$ cat src/rtl/fetch_stage.sv
// Instruction-fetch front end: owns the PC, splits op/s/d fields and fuses two-word LI into one slot.
// Optional FETCH_COUNT_EN adds a saturating issued-slot counter on fetch_count_o.
//
// state     | meaning
// ST_FETCH  | fetching a fresh instruction word
// ST_LI_IMM | first LI word latched, current word is its immediate
// ST_HALTED | fetching stopped until reset
module fetch_stage #(
    parameter logic [15:0] RESET_PC = 16'h0000,
    parameter logic [3:0]  LI_OP    = 4'b1111
) (
    input  logic        clk_i,
    input  logic        rst_ni,
    output logic [15:0] imem_addr_o,
    input  logic [15:0] imem_data_i,
    input  logic        stall_i,
    input  logic        redirect_i,
    input  logic [15:0] redirect_pc_i,
    input  logic        halt_i,
    output logic        out_valid_o,
    output logic [3:0]  out_op_o,
    output logic [5:0]  out_s_o,
    output logic [5:0]  out_d_o,
    output logic [15:0] out_imm_o,
    output logic        out_li_o,
    output logic [15:0] out_pc_o
`ifdef FETCH_COUNT_EN
    ,
    output logic [15:0] fetch_count_o
`endif
);

    typedef enum logic [1:0] {
        ST_FETCH  = 2'd0,
        ST_LI_IMM = 2'd1,
        ST_HALTED = 2'd2
    } state_t;

    state_t      state_q, state_d;
    logic [15:0] pc_q, pc_d;
    logic [3:0]  lat_op_q, lat_op_d;
    logic [5:0]  lat_s_q, lat_s_d;
    logic [5:0]  lat_d_q, lat_d_d;
    logic [15:0] lat_pc_q, lat_pc_d;
    logic        vld_q, vld_d;
    logic [3:0]  op_q, op_d;
    logic [5:0]  s_q, s_d;
    logic [5:0]  d_q, d_d;
    logic [15:0] imm_q, imm_d;
    logic        li_q, li_d;
    logic [15:0] opc_q, opc_d;
    logic        issue;

    logic [3:0]  w_op;
    logic [5:0]  w_s;
    logic [5:0]  w_d;

    assign w_op = imem_data_i[15:12];
    assign w_s  = imem_data_i[11:6];
    assign w_d  = imem_data_i[5:0];

    assign imem_addr_o = pc_q;

    always_comb begin
        state_d  = state_q;
        pc_d     = pc_q;
        lat_op_d = lat_op_q;
        lat_s_d  = lat_s_q;
        lat_d_d  = lat_d_q;
        lat_pc_d = lat_pc_q;
        vld_d    = vld_q;
        op_d     = op_q;
        s_d      = s_q;
        d_d      = d_q;
        imm_d    = imm_q;
        li_d     = li_q;
        opc_d    = opc_q;
        issue    = 1'b0;

        if (state_q == ST_HALTED) begin
            // frozen: stall and redirect have no effect here
        end else if (halt_i) begin
            state_d = ST_HALTED;
            vld_d   = 1'b0;
        end else if (redirect_i) begin
            pc_d    = redirect_pc_i;
            vld_d   = 1'b0;
            li_d    = 1'b0;
            state_d = ST_FETCH;
        end else if (!stall_i) begin
            case (state_q)
                ST_FETCH: begin
                    pc_d = pc_q + 16'd1;
                    if (w_op == LI_OP) begin
                        lat_op_d = w_op;
                        lat_s_d  = w_s;
                        lat_d_d  = w_d;
                        lat_pc_d = pc_q;
                        vld_d    = 1'b0;
                        state_d  = ST_LI_IMM;
                    end else begin
                        op_d  = w_op;
                        s_d   = w_s;
                        d_d   = w_d;
                        imm_d = 16'h0000;
                        li_d  = 1'b0;
                        vld_d = 1'b1;
                        opc_d = pc_q;
                        issue = 1'b1;
                    end
                end
                ST_LI_IMM: begin
                    op_d    = lat_op_q;
                    s_d     = lat_s_q;
                    d_d     = lat_d_q;
                    imm_d   = imem_data_i;
                    li_d    = 1'b1;
                    vld_d   = 1'b1;
                    opc_d   = lat_pc_q;
                    pc_d    = pc_q + 16'd1;
                    state_d = ST_FETCH;
                    issue   = 1'b1;
                end
                default: state_d = ST_FETCH;
            endcase
        end
    end

    always_ff @(posedge clk_i or negedge rst_ni) begin
        if (!rst_ni) begin
            state_q  <= ST_FETCH;
            pc_q     <= RESET_PC;
            lat_op_q <= '0;
            lat_s_q  <= '0;
            lat_d_q  <= '0;
            lat_pc_q <= '0;
            vld_q    <= 1'b0;
            op_q     <= '0;
            s_q      <= '0;
            d_q      <= '0;
            imm_q    <= '0;
            li_q     <= 1'b0;
            opc_q    <= '0;
        end else begin
            state_q  <= state_d;
            pc_q     <= pc_d;
            lat_op_q <= lat_op_d;
            lat_s_q  <= lat_s_d;
            lat_d_q  <= lat_d_d;
            lat_pc_q <= lat_pc_d;
            vld_q    <= vld_d;
            op_q     <= op_d;
            s_q      <= s_d;
            d_q      <= d_d;
            imm_q    <= imm_d;
            li_q     <= li_d;
            opc_q    <= opc_d;
        end
    end

    assign out_valid_o = vld_q;
    assign out_op_o    = op_q;
    assign out_s_o     = s_q;
    assign out_d_o     = d_q;
    assign out_imm_o   = imm_q;
    assign out_li_o    = li_q;
    assign out_pc_o    = opc_q;

`ifdef FETCH_COUNT_EN
    logic [15:0] cnt_q, cnt_d;

    always_comb begin
        cnt_d = cnt_q;
        if (issue && (cnt_q != 16'hFFFF)) begin
            cnt_d = cnt_q + 16'd1;
        end
    end

    always_ff @(posedge clk_i or negedge rst_ni) begin
        if (!rst_ni) begin
            cnt_q <= '0;
        end else begin
            cnt_q <= cnt_d;
        end
    end

    assign fetch_count_o = cnt_q;
`endif

endmodule

$ cat config.mk
export PLATFORM = sky130hd
export DESIGN_NAME = fetch_stage
export DESIGN_NICKNAME = d
export VERILOG_FILES = /design/src/rtl/fetch_stage.sv
export SDC_FILE = /design/constraint.sdc
export NUM_CORES = 1
export LEC_CHECK = 0
export CAP_MARGIN = 5
export CORE_MARGIN = 2
export CORE_UTILIZATION = 57
export CTS_CLUSTER_DIAMETER = 80
export DETAILED_ROUTE_END_ITERATION = 7
export DONT_BUFFER_PORTS = 1
export GPL_ROUTABILITY_DRIVEN = 0
export PLACE_DENSITY = 0.75
export RECOVER_POWER = 25
export SKIP_CTS_REPAIR_TIMING = 1
export SYNTH_ARGS = -nofsm -noshare
export SYNTH_HDL_FRONTEND = slang
export SYNTH_SLANG_ARGS = --single-unit
$ cat constraint.sdc
create_clock -name clk_i -period 1.7 [get_ports clk_i]
set_input_delay 0.17 -clock clk_i [delete_from_list [all_inputs] [get_ports clk_i]]
set_output_delay 0.17 -clock clk_i [all_outputs]
set_load 0.02 [all_outputs]
==> impl_metrics.env <==
export IMPL_core_area_sq_mm=0.007687
export IMPL_swShare_pct=26.07
export IMPL_clk_path_buf_depth=2
export IMPL_grt_pass1_vias=3140
export IMPL_clockPowerShare_pct=35.8
export IMPL_critPathArrivalTime_ns=1.87
export IMPL_ys_top_cells_by_count="dfrtp_1, nand2_1, o21ai_0"
export IMPL_rrSetupSlack_ns=0.07
export IMPL_syn_area_sq_mm=0.004513
export IMPL_cts_root_buf="clkbuf_8"
export IMPL_p_leak_uw=0.002362
export IMPL_synthArstFlopShare_pct=100.0
export IMPL_crit_path_end_kind="flip-flop"
export IMPL_cts_clk_slew_worst_paths_ns=0.10
export IMPL_synth_compound_area_share_pct=15.25
export IMPL_dieArea_sq_mm=0.008645
export IMPL_ys_flop_type="dfrtp_1"
export IMPL_drive_above_1_share_pct=15.72
export IMPL_synthAdderAreaFrac_pct=0.2772
export IMPL_placed_cells=504
export IMPL_yosysMostFrequentCell="dfrtp_1"
export IMPL_crit_chain="buf_4 -> and4_1 -> nand2_1 -> o32ai_1 -> a21oi_1"
export IMPL_power_density_mw_per_mm2=911.0
export IMPL_power_frac_seq_pct=55.4
export IMPL_synth_edf_count=0
export IMPL_hold_class="input pin to asynchronous set/reset pin"
export IMPL_nets=472
export IMPL_grt_max_degree=101
export IMPL_htree_levels=3
export IMPL_hold_slack_ns=-0.5064
export IMPL_drt_pre_antenna_iters=4
export IMPL_die_w_um=92.98
export IMPL_path_buf_inv=1
export IMPL_area_growth_pct=15.44
export IMPL_fin_crit_ns=1.627
export IMPL_ys_ff_latch=100
export IMPL_p_int_uw=3509
export IMPL_combPwrFrac_pct=8.8
export IMPL_max_slew_margin_pct=56.36
export IMPL_final_cells=541
export IMPL_path_class="flip-flop to flip-flop"
export IMPL_synth_simple_area_share_pct=10.78
export IMPL_slowest_stage="dfrtp_1"
export IMPL_fmax_ghz=0.6145
export IMPL_synthTopCellsByArea="dfrtp_1, mux2i_1, mux2_1, o21ai_0, nand2_1"
export IMPL_grt_use_total_pct=22.84
export IMPL_port_buffers=0
export IMPL_max_cap_violations=0
export IMPL_start_util_pct=58.71
export IMPL_ant_nets=0
export IMPL_hold_violations=100
export IMPL_tightestPinTransition_ns=0.6546
export IMPL_fin_crit_sh_pct=95.72
export IMPL_maxSlewViolCount=0
export IMPL_clock_latency_ns=0.36
export IMPL_synth_seq_area_share_pct=55.45
export IMPL_yosysUniqueCellTypes=46
export IMPL_p_switching_uw=1238
export IMPL_finalClockSkew_ns=0.01606
export IMPL_syn_nets=438
export IMPL_num_rows=32
export IMPL_worstSetupStartpointType="flip-flop"
export IMPL_setup_viol=0
export IMPL_wire_per_inst_um=17.99
export IMPL_io_pins=103
export IMPL_r2r_end="imem_addr_o[14]"
export IMPL_antenna_found_initial=0
export IMPL_ir_drop_v=0.0004053
export IMPL_drt_first_iter_violations=172
export IMPL_grt_pass1_wl_mm=15.59
export IMPL_viasPerCell=5.959
export IMPL_die_y_um=92.98
export IMPL_critical_path_max_stage_delay_ns=0.48
export IMPL_via_count=3224
export IMPL_crit_required_ns=1.95
export IMPL_cts_sinks=100
export IMPL_cts_tree="done"
export IMPL_syn_area_per_cell_sq_um=11.28
export IMPL_outcome="finished with violations"
export IMPL_hpwlAfterDp_mm=6.544
export IMPL_synth_top_area_share_pct=55.45
export IMPL_timing_rr_start="imem_addr_o[3]"
export IMPL_remaining_drc_errors=0
export IMPL_synth_xor_area_share_pct=0
export IMPL_syn_inst=400
export IMPL_num_antenna_cells=0
export IMPL_cts_made_buffers=9
export IMPL_yosysTopAreaCell="dfrtp_1"
export IMPL_cp_max_fo=6
export IMPL_ys_warn_count=0
export IMPL_muxShareOfSynthArea_pct=13.86
export IMPL_violations="negative hold slack"
export IMPL_cpLargestDelayFamily="flip-flops"
export IMPL_worst_r2r_path_depth=5
export IMPL_grt_overflow=0
export IMPL_synth_top_family_by_area="compound AO/OA/AOI/OAI gates"
export IMPL_wl_mm=9.730
[worst register-to-register path, cell delays in order (launching register included)]
cell and delay [ns]:
dfrtp_1 0.48, buf_4 0.19, and4_1 0.30, nand2_1 0.11, o32ai_1 0.33, a21oi_1 0.11
[registers in the layout, indices dropped and copies added, names as in the netlist]
| register | cells |
|---|---|
| imem_addr_o | 16 |
| lat_pc_q | 16 |
| out_imm_o | 16 |
| out_pc_o | 16 |
| lat_d_q | 6 |
| lat_s_q | 6 |
| out_d_o | 6 |
| out_s_o | 6 |
| lat_op_q | 4 |
| out_op_o | 4 |
| state_q | 2 |
| out_li_o | 1 |
| out_valid_o | 1 |
[layout by cell type (no fill, tap or decap), types with 2 or more instances in the layout]
| cell type | netlist | final |
|---|---|---|
| a22o_1 | 17 | 17 |
| nand2_1 | 46 | 46 |
| a21oi_1 | 24 | 24 |
| nand2b_1 | 2 | 2 |
| o2bb2ai_1 | 2 | 2 |
| bufinv_16 | 0 | 2 |
| nor3_1 | 2 | 2 |
| a22oi_1 | 2 | 2 |
| inv_8 | 0 | 2 |
| mux2_2 | 2 | 2 |
| and4_1 | 2 | 2 |
| o31ai_1 | 3 | 3 |
| dfrtp_2 | 0 | 2 |
| or2_2 | 4 | 4 |
| nand3_1 | 9 | 9 |
| dfrtp_1 | 100 | 98 |
| clkinvlp_4 | 0 | 2 |
| buf_4 | 4 | 32 |
| o41ai_1 | 3 | 2 |
| clkbuf_8 | 0 | 9 |
| or4_4 | 1 | 2 |
| nor2_1 | 11 | 11 |
| mux2i_1 | 31 | 31 |
| dlygate4sd3_1 | 0 | 20 |
| o22ai_1 | 4 | 4 |
| nor4_1 | 3 | 3 |
| buf_12 | 0 | 2 |
| inv_1 | 6 | 6 |
| o21ai_0 | 45 | 45 |
| a32oi_1 | 2 | 2 |
| nand4_1 | 4 | 4 |
| and2_1 | 2 | 2 |
| mux2_1 | 26 | 26 |
[layer usage]
metal | share of wire (%) | global-route usage (%)
met4 | 1.8 | 7.966
met1 | 42 | 29.15
met2 | 48 | 37.26
met3 | 7.5 | 6.930
met5 | 0 | 0
[power groups by stage]
| stage | Clock, uW | Combinational (uW) | Sequential (uW) |
|---|---|---|---|
| after floorplan | 0 | 188 | 2720 |
| after global placement | 0 | 358 | 2670 |
| after detailed placement | 0 | 367 | 2670 |
| after CTS | 1750 | 369 | 2630 |
| after global routing | 1860 | 464 | 2640 |
| final | 1700 | 419 | 2630 |
[metrics by stage]
stage / TNS (ns) / total power [uW] / cell area [sq um] / util [%] / setup slack, ns
final: 0 / 4746 / 5210 / 67.77 / 0.07279
after global routing: -0.007100 / 4963 / 5210 / 67.77 / -0.007100
after CTS: -0.01124 / 4742 / 4979 / 64.76 / -0.01124
after detailed placement: 0 / 3042 / 4748 / 61.77 / 0.02607
after global placement: 0 / 3027 / 4748 / 61.77 / 0.08968
after floorplan: 0 / 2904 / 4516 / - / 0.02484
[cells by family after synthesis]
| family | count (synthesis) |
|---|---|
| fa+ha+maj | 1 |
| compound gates | 108 |
| simple gates | 95 |
| mux | 59 |
| flops | 100 |
| buf+inv | 37 |
[layout make-up]
cell class / instances / area, sq um
flip-flops and latches: 100 / 2505
fillers: 612 / 2477
multi-input cells: 263 / 1844
repair buffers: 54 / 480.5
well taps: 102 / 127.6
clock buffers: 9 / 123.9
clock inverters: 7 / 106.4
inverters: 6 / 22.52
[how the worst max path moves through the flow]
| stage | slack [ns] | from | endpoint | cells after the start |
|---|---|---|---|---|
| 4_1_cts | -0.01 | imem_addr_o[1] | imem_addr_o[12] | 5 |
| 3_3_place_gp | 0.09 | imem_addr_o[0] | imem_addr_o[12] | 5 |
| 6_report | 0.07 | imem_addr_o[3] | imem_addr_o[14] | 5 |
| 3_5_place_dp | 0.03 | imem_addr_o[0] | imem_addr_o[12] | 5 |
| 5_1_grt | -0.007 | imem_addr_o[1] | imem_addr_o[12] | 5 |
| 2_1_floorplan | 0.02 | imem_addr_o[5] | imem_addr_o[13] | 5 |
(Power assumes the default switching activity.)
